--- src/rtl/sync_fifo.sv ---
// Single-clock first-word-fall-through FIFO. The head entry is always visible on
// rd_data_o; when empty, wr_data_i is bypassed so a same-cycle write+read tunnels through.
module sync_fifo #(
    parameter int WIDTH = 8,
    parameter int DEPTH = 16
) (
    input  logic             clk_i,
    input  logic             rst_i,
    input  logic             wr_en_i,
    input  logic [WIDTH-1:0] wr_data_i,
    input  logic             rd_en_i,
    output logic [WIDTH-1:0] rd_data_o,
    output logic             empty_o,
    output logic             full_o
);

    generate
        if (DEPTH == 1) begin : g_single
            logic             valid_q;
            logic             valid_d;
            logic             load_d;
            logic [WIDTH-1:0] data_q;

            // Holding: a read frees the slot and a simultaneous write refills it.
            // Empty: only a lone write loads; write+read tunnels and stores nothing.
            always_comb begin
                valid_d = valid_q;
                load_d  = 1'b0;
                if (valid_q) begin
                    if (rd_en_i) begin
                        valid_d = wr_en_i;
                        load_d  = wr_en_i;
                    end
                end else if (wr_en_i && !rd_en_i) begin
                    valid_d = 1'b1;
                    load_d  = 1'b1;
                end
            end

            always_ff @(posedge clk_i) begin
                if (rst_i) begin
                    valid_q <= 1'b0;
                end else begin
                    valid_q <= valid_d;
                end
            end

            always_ff @(posedge clk_i) begin
                if (!rst_i && load_d) begin
                    data_q <= wr_data_i;
                end
            end

            assign rd_data_o = valid_q ? data_q : wr_data_i;
            assign empty_o   = !valid_q;
            assign full_o    = valid_q;
        end else begin : g_multi
            localparam int PW = $clog2(DEPTH);
            localparam int CW = $clog2(DEPTH + 1);

            logic [WIDTH-1:0] mem [DEPTH];
            logic [PW-1:0]    wr_ptr_q, wr_ptr_d;
            logic [PW-1:0]    rd_ptr_q, rd_ptr_d;
            logic [CW-1:0]    count_q,  count_d;
            logic             wr_acc;
            logic             rd_acc;
            logic             wr_store;

            // DEPTH may not be a power of two, so wrap on an explicit compare.
            function automatic logic [PW-1:0] ptr_inc(input logic [PW-1:0] p);
                return (p == PW'(DEPTH - 1)) ? '0 : p + 1'b1;
            endfunction

            assign empty_o = (count_q == '0);
            assign full_o  = (count_q == CW'(DEPTH));

            assign wr_acc   = wr_en_i && (!full_o || rd_en_i);
            assign rd_acc   = rd_en_i && !empty_o;
            // A tunnelled word is consumed through the bypass and never stored.
            assign wr_store = wr_acc && !(empty_o && rd_en_i);

            always_comb begin
                wr_ptr_d = wr_store ? ptr_inc(wr_ptr_q) : wr_ptr_q;
                rd_ptr_d = rd_acc   ? ptr_inc(rd_ptr_q) : rd_ptr_q;
                count_d  = count_q;
                if (wr_store && !rd_acc) begin
                    count_d = count_q + 1'b1;
                end else if (!wr_store && rd_acc) begin
                    count_d = count_q - 1'b1;
                end
            end

            always_ff @(posedge clk_i) begin
                if (rst_i) begin
                    wr_ptr_q <= '0;
                    rd_ptr_q <= '0;
                    count_q  <= '0;
                end else begin
                    wr_ptr_q <= wr_ptr_d;
                    rd_ptr_q <= rd_ptr_d;
                    count_q  <= count_d;
                end
            end

            // When full, wr_ptr equals rd_ptr, so a write+read overwrites the slot being popped.
            always_ff @(posedge clk_i) begin
                if (!rst_i && wr_store) begin
                    mem[wr_ptr_q] <= wr_data_i;
                end
            end

            assign rd_data_o = empty_o ? wr_data_i : mem[rd_ptr_q];
        end
    endgenerate

endmodule

--- config.mk ---
export PLATFORM = sky130hd
export DESIGN_NAME = sync_fifo
export DESIGN_NICKNAME = d
export VERILOG_FILES = /design/src/rtl/sync_fifo.sv
export SDC_FILE = /design/constraint.sdc
export NUM_CORES = 1
export LEC_CHECK = 0
export BUFFER_PORTS_ARGS = -buffer_cell sky130_fd_sc_hd__buf_2
export CORE_ASPECT_RATIO = 0.6
export CORE_MARGIN = 3
export CORE_UTILIZATION = 55
export DETAILED_ROUTE_END_ITERATION = 8
export MAX_ROUTING_LAYER = met4
export PLACE_DENSITY = 0.72
export SLEW_MARGIN = 25
export SYNTH_ARGS = -nofsm -noshare
export SYNTH_HDL_FRONTEND = slang
export SYNTH_SLANG_ARGS = --single-unit
--- constraint.sdc ---
create_clock -name clk_i -period 3.2 [get_ports clk_i]
set_clock_uncertainty 0.1 [all_clocks]
set_input_delay 0.64 -clock clk_i [delete_from_list [all_inputs] [get_ports clk_i]]
set_output_delay 0.64 -clock clk_i [all_outputs]
set_load 0.02 [all_outputs]
==> results of run 1 <==
[synthesized netlist by cell type, types with 3 or more instances]
| cell | n |
|---|---|
| mux4_2 | 28 |
| nor3_1 | 4 |
| mux2_2 | 7 |
| mux4_1 | 6 |
| clkbuf_1 | 5 |
| nand2b_1 | 3 |
| nand2_1 | 24 |
| inv_1 | 8 |
| xor2_1 | 5 |
| buf_4 | 3 |
| a21oi_1 | 17 |
| nand3_1 | 6 |
| nor2_1 | 31 |
| o21ai_0 | 7 |
| mux2i_1 | 8 |
| dfxtp_1 | 17 |
| buf_1 | 3 |
| ha_1 | 10 |
| edfxtp_1 | 128 |
[worst paths after layout]
path / to / start / depth (start not counted)
min reg2reg: flop / g_multi.rd_ptr_q[1] / 2
max: rd_data_o[3] / flop / 6
max reg2reg: g_multi.count_q[4] / g_multi.count_q[0] / 10
min: flop / g_multi.rd_ptr_q[1] / 2
[area by class of cell]
type	count	area, sq um
Fill cell	688	3180
Inverter	8	30.0
Multi-Input combinational cell	170	1640
Clock buffer	23	532
Clock inverter	9	85.1
Tap cell	135	169
Timing Repair Buffer	45	340
Sequential cell	145	4190
[power breakdown]
part / switching [uW] / leakage, uW / total (uW) / internal (uW)
clock network: 748 / 0.000311 / 2010 / 1260
logic: 662 / 0.000789 / 1160 / 498
registers: 57.2 / 0.00129 / 2190 / 2130
total: 1470 / 0.00239 / 5350 / 3880
[sequential cells by signal, indices dropped and copies added, names as in the netlist, named ones only]
name and cells:
g_multi.count_q 5, g_multi.mem 128, g_multi.rd_ptr_q 4, g_multi.wr_ptr_q 4
[layer usage]
layer	up-vias	global-route usage, %	part of all wire (%)
li1	1420	-	-
met4	0	4.22	0.82
met1	1559	29.0	45
met3	9	6.73	6.7
met5	-	-	0
met2	80	31.5	47
[repair_timing]
item | CTS | global route
buffers inserted | 0 | 2
resized for setup | 0 | 4
setup endpoints to repair | 0 | 3
[kinds of logic after synthesis]
family                   count (synthesis)  synth area share [%]
flip-flops                             145                  70.5
AND/OR/NAND/NOR                         76                  5.55
multiplexers                            49                  16.0
AO/OA/AOI/OAI                           28                  2.59
buffers and inverters                   23                  2.00
adder cells (fa/ha/maj)                 11                  2.45
XOR/XNOR                                 6                 0.886
[through the flow]
stage	setup slack (ns)	utilization [%]	cells
after global placement	0.198	62.1	500
after floorplan	0.323	-	338
after global routing	0.0269	68.7	535
after detailed placement	0.129	62.1	500
after CTS	0.0361	68.2	532
final	0.114	68.7	535
[worst min-delay path, delay by kind of cell (launching register included)]
family | cells | cell delay (ns)
AND/OR/NAND/NOR | 1 | 0.06
flip-flops | 1 | 0.33
AO/OA/AOI/OAI | 1 | 0.08
==> flow_summary.yaml, run 1 <==
logic_synthesis:
  ys_types: 34
  syn_inst: 338
  synth_area_leaders: "edfxtp_1, mux4_2, dfxtp_1, mux4_1, ha_1"
  synth_nets: 361
  syn_area_per_cell_sq_um: 17.5
  synth_edf_count: 128
  async_reset_ff_share_pct: 0
  synth_top_cell_by_area: "edfxtp_1"
  synth-seq-cells: 145
  ys.flop_type: "edfxtp_1"
  syn_area_sq_um: 5930
  yosys_warnings: 0
  synth_top_area_share_pct: 64.8
  ys_seq_area_share_pct: 70.5
global_routing:
  grt_max_degree: 33
  grt-ovfl-total: 0
  track_usage_pct: 21.0
  grt_first_pass_wirelength_um: 18000
  antenna_found_initial: 0
  grt_pass1_vias: 3122
critical_path:
  critPathLaunchType: "flop"
  required_ns: 2.46
  slowest_stage: "mux4_1"
  worst_path_most_repeated_cell: "nand2_1"
  crit_arrival_ns: 2.35
  worstPathMaxFanout: 11
  crit_path_end_kind: "primary output"
  worstSetupPathType: "reg -> out"
  ff2ff_setup_slack_ns: 0.21
  cpPeakStageDelay_ns: 0.59
  critical_path.cell_chain: "buf_12 -> mux4_1 -> mux4_2 -> nand2_1 -> nand2_1 -> buf_2"
  crit_buf_inv: 2
  cp_top_family: "multiplexers"
hold_path:
  min-delay-path-class: "reg -> reg"
sta:
  finalCritPeriodShare_pct: 96.4
  tns_ns: 0
  fmax_ghz: 0.324
  holdWs_ns: 0.417
  hold_viol: 0
  drv_slew: 0
  worst_pin_slew_ns: 0.522
  max-slew-margin-rel_pct: 65.0
  period_minus_slack_ns: 3.09
  finalSetupViolations: 0
  grt_setup_unrepaired: "no"
drt:
  drt-pass1-iter-count: 5
  avgRoutedWirePerCell_um: 21.6
  vias_per_cell: 5.73
  vias: 3068
  wl_um: 11500
  drc: 0
  ant_nets: 0
  first_iter_violations: 225
pwr:
  leakagePower_uw: 0.00239
  p_per_area_nw_per_um2: 767
  ir_worst_vdd_v: 0.000454
  power_uw: 5350
die:
  die_h_um: 86.4
  rows: 28
  core_area_sq_um: 10200
  start_util_pct: 58.4
  dieArea_sq_um: 12100
  io_pins: 22
  dieWidth_um: 140
cts:
  clk_pin_slew_worst_paths_ns: 0.06
  clk_latency_ns: 0.41
  cts-htree-levels: 4
  cts_max_path_buffers: 2
  root_buffer: "clkbuf_16"
  ctsHoldBuffers: 0
  cts_tree: "yes"
  numCtsBuffers: 17
  clock_sinks: 145
cells_and_area:
  drive_above_1_share_pct: 29.0
  fin_area_sq_um: 6980
  syn_to_final_growth_pct: 17.7
  layout.nets: 410
  antenna_cells: 0
  final_cell_mix: "edfxtp_1, nor2_1, mux4_2"
  mostFrequentLayoutCell: "edfxtp_1"
placed_design:
  hpwl_um: 7280
  gp_congestion: 0.799
  port-buffer-count: 21
  dpl_cell_area_sq_um: 6310
status:
  outcome: "complete, no violations"
run:
  cap_violations: 0
No activity file was read; power rests on OpenSTA's default activity.
==> run 2: changes to the inputs <==
ABC_AREA = 1   (was not set)
==> run 2 against run 1 <==
Total power is 5.2% higher. Hold slack got worse by 0.011 ns. Via count is 56% higher. Wire length grew 30%. Die area is 11% higher. Worst setup slack improved by 0.24 ns. Clock-buffer cell count is 3 lower. Non-clock buffer count is the same. Synthesized area up 11%. Synthesized cell count is 100% higher. Register-to-register slack improved by 0.22 ns. Sequential power is essentially flat.
==> flow_summary.yaml, run 2 <==
logic_synthesis:
  ys_seq_area_share_pct: 63.4
  synth_top_cell_by_area: "edfxtp_1"
  async_reset_ff_share_pct: 0
  synth_top_area_share_pct: 58.3
  synth_edf_count: 128
  synth_nets: 704
  yosysMostFrequentCell: "nand2_1"
  ys.flop_type: "edfxtp_1"
  synth-seq-cells: 145
  synthTopCellsByCount: "nand2_1, edfxtp_1, inv_1, nand3_1, nor2_1"
  syn_area_per_cell_sq_um: 9.69
  ys_types: 25
  yosys_warnings: 0
  synth_area_leaders: "edfxtp_1, nand2_1, nand3_1, inv_1, dfxtp_1"
  syn_inst: 681
  syn_area_sq_um: 6600
cts:
  ctsHoldBuffers: 0
  postCtsSetupBuffers: 0
  root_buffer: "clkbuf_16"
  clk_pin_slew_worst_paths_ns: 0.06
  numCtsBuffers: 17
  cts_max_path_buffers: 2
  cts_tree: "yes"
  cts-htree-levels: 4
  clock_sinks: 145
  clk_latency_ns: 0.42
  cts-resized-gates: 0
drt:
  vias: 4786
  drt-pass1-iter-count: 5
  wl_um: 15000
  ant_nets: 0
  first_iter_violations: 424
  drc: 0
  vias_per_cell: 5.36
  avgRoutedWirePerCell_um: 16.8
die:
  io_pins: 22
  core_area_sq_um: 11500
  rows: 30
  dieArea_sq_um: 13400
  start_util_pct: 57.4
  dieWidth_um: 147
  die_h_um: 90.8
critical_path:
  critPathLaunchType: "flop"
  r2r_cells: 15
  crit_arrival_ns: 2.10
  required_ns: 2.46
  worstPathMaxFanout: 32
  rr_endpoint: "g_multi.count_q[4]"
  ff2ff_setup_slack_ns: 0.43
  crit_path_end_kind: "primary output"
  worstSetupPathType: "reg -> out"
  rr_startpoint: "g_multi.count_q[2]"
global_routing:
  grt_max_degree: 41
  track_usage_pct: 24.4
  grt-ovfl-total: 0
  grt_first_pass_wirelength_um: 24200
  antenna_found_initial: 0
  grt_pass1_vias: 4627
sta:
  finalSetupViolations: 0
  tns_ns: 0
  max-slew-margin-rel_pct: 57.9
  worst_pin_slew_ns: 0.629
  period_minus_slack_ns: 2.84
  drv_slew: 0
  grt_setup_unrepaired: "no"
  hold_viol: 0
  fmax_ghz: 0.352
  finalCritPeriodShare_pct: 88.9
hold_path:
  min-delay-path-class: "reg -> reg"
  hold_depth: 2
  worstHoldStart: "g_multi.rd_ptr_q[2]"
status:
  outcome: "complete, no violations"
cells_and_area:
  antenna_cells: 0
  syn_to_final_growth_pct: 14.2
  final_util_pct: 65.6
  drive_above_1_share_pct: 11.6
  top_register: "g_multi.mem"
  final_cell_mix: "nand2_1, edfxtp_1, inv_1"
  nFillCells: 877
  reg.largest.list: "g_multi.mem: 128 flops, g_multi.count_q: 5 flops"
  layout.nets: 743
  mostFrequentLayoutCell: "nand2_1"
  largest_register_ffs: 128
pwr:
  p_int_uw: 3750
  p_seq_share_pct: 38.7
  ir_worst_vdd_v: 0.000418
  comb_power_share_pct: 27.8
  clockPowerShare_pct: 33.5
  leakagePower_uw: 0.00334
  p_per_area_nw_per_um2: 748
  p_sw_share_pct: 33.5
  p_switching_uw: 1880
placed_design:
  gp_congestion: 0.844
  port-buffer-count: 21
  hpwl_um: 9460
run:
  cap_violations: 0
run 2: layout make-up:
type	count	area [sq um]	area share [%]
clock buffer	20	437	5.80
clock inverter	12	120	1.60
inverter	120	450	5.98
multi-input combinational	391	1840	24.4
sequential	145	4190	55.6
tap	160	200	2.66
timing repair buffer	45	298	3.95
run 2: power by group through the flow:
stage	Clock [uW]	Sequential (uW)	Combinational, uW
CTS	1900	2180	1550
global placement	0	2210	1490
finish	1890	2180	1570
global route	1990	2190	1720
detailed placement	0	2220	1530
floorplan	0	2200	1100
run 2: worst max path at each step:
stage / endpoint / slack, ns / cells past startpoint / from
CTS: rd_data_o[1] / 0.37 / 10 / flop
floorplan: g_multi.count_q[3] / 0.87 / 14 / g_multi.count_q[2]
global placement: g_multi.count_q[3] / 0.66 / 14 / g_multi.count_q[2]
finish: rd_data_o[0] / 0.36 / 10 / flop
detailed placement: g_multi.count_q[4] / 0.54 / 15 / g_multi.count_q[2]
global route: rd_data_o[0] / 0.23 / 10 / flop
run 2: stage by stage:
stage	setup WS (ns)	area (sq um)	cells	hold WS (ns)	power, uW
2_1_floorplan	0.870	6600	681	0.360	3300
3_3_place_gp	0.656	6970	861	0.393	3700
3_5_place_dp	0.541	6970	861	0.390	3750
4_1_cts	0.371	7530	893	0.404	5620
5_1_grt	0.234	7530	893	0.448	5890
6_report	0.355	7530	893	0.406	5630
run 2: cell families after synthesis:
logic type,after synthesis,synth area share [%]
XOR/XNOR,4,0.531
adder cells (fa/ha/maj),11,2.20
AO/OA/AOI/OAI,22,1.71
AND/OR/NAND/NOR,354,23.4
flip-flops,145,63.4
buffers and inverters,145,8.69
run 2: critical path, stage by stage, from the launching register on:
cell and delay (ns):
dfxtp_1 0.30, buf_4 0.19, inv_1 0.06, buf_4 0.37, nand3_1 0.16, nand3_1 0.11
nand3_1 0.09, nand2_1 0.10, nand2_1 0.08, nand2_1 0.07, buf_2 0.16
run 2: routing by layer:
layer	global-route usage (%)	wire length, um	vias up
met1	34.7	6600	2236
met2	35.7	6660	255
met4	7.91	165	0
li1	-	-	2268
met5	-	0	-
met3	5.07	1560	27
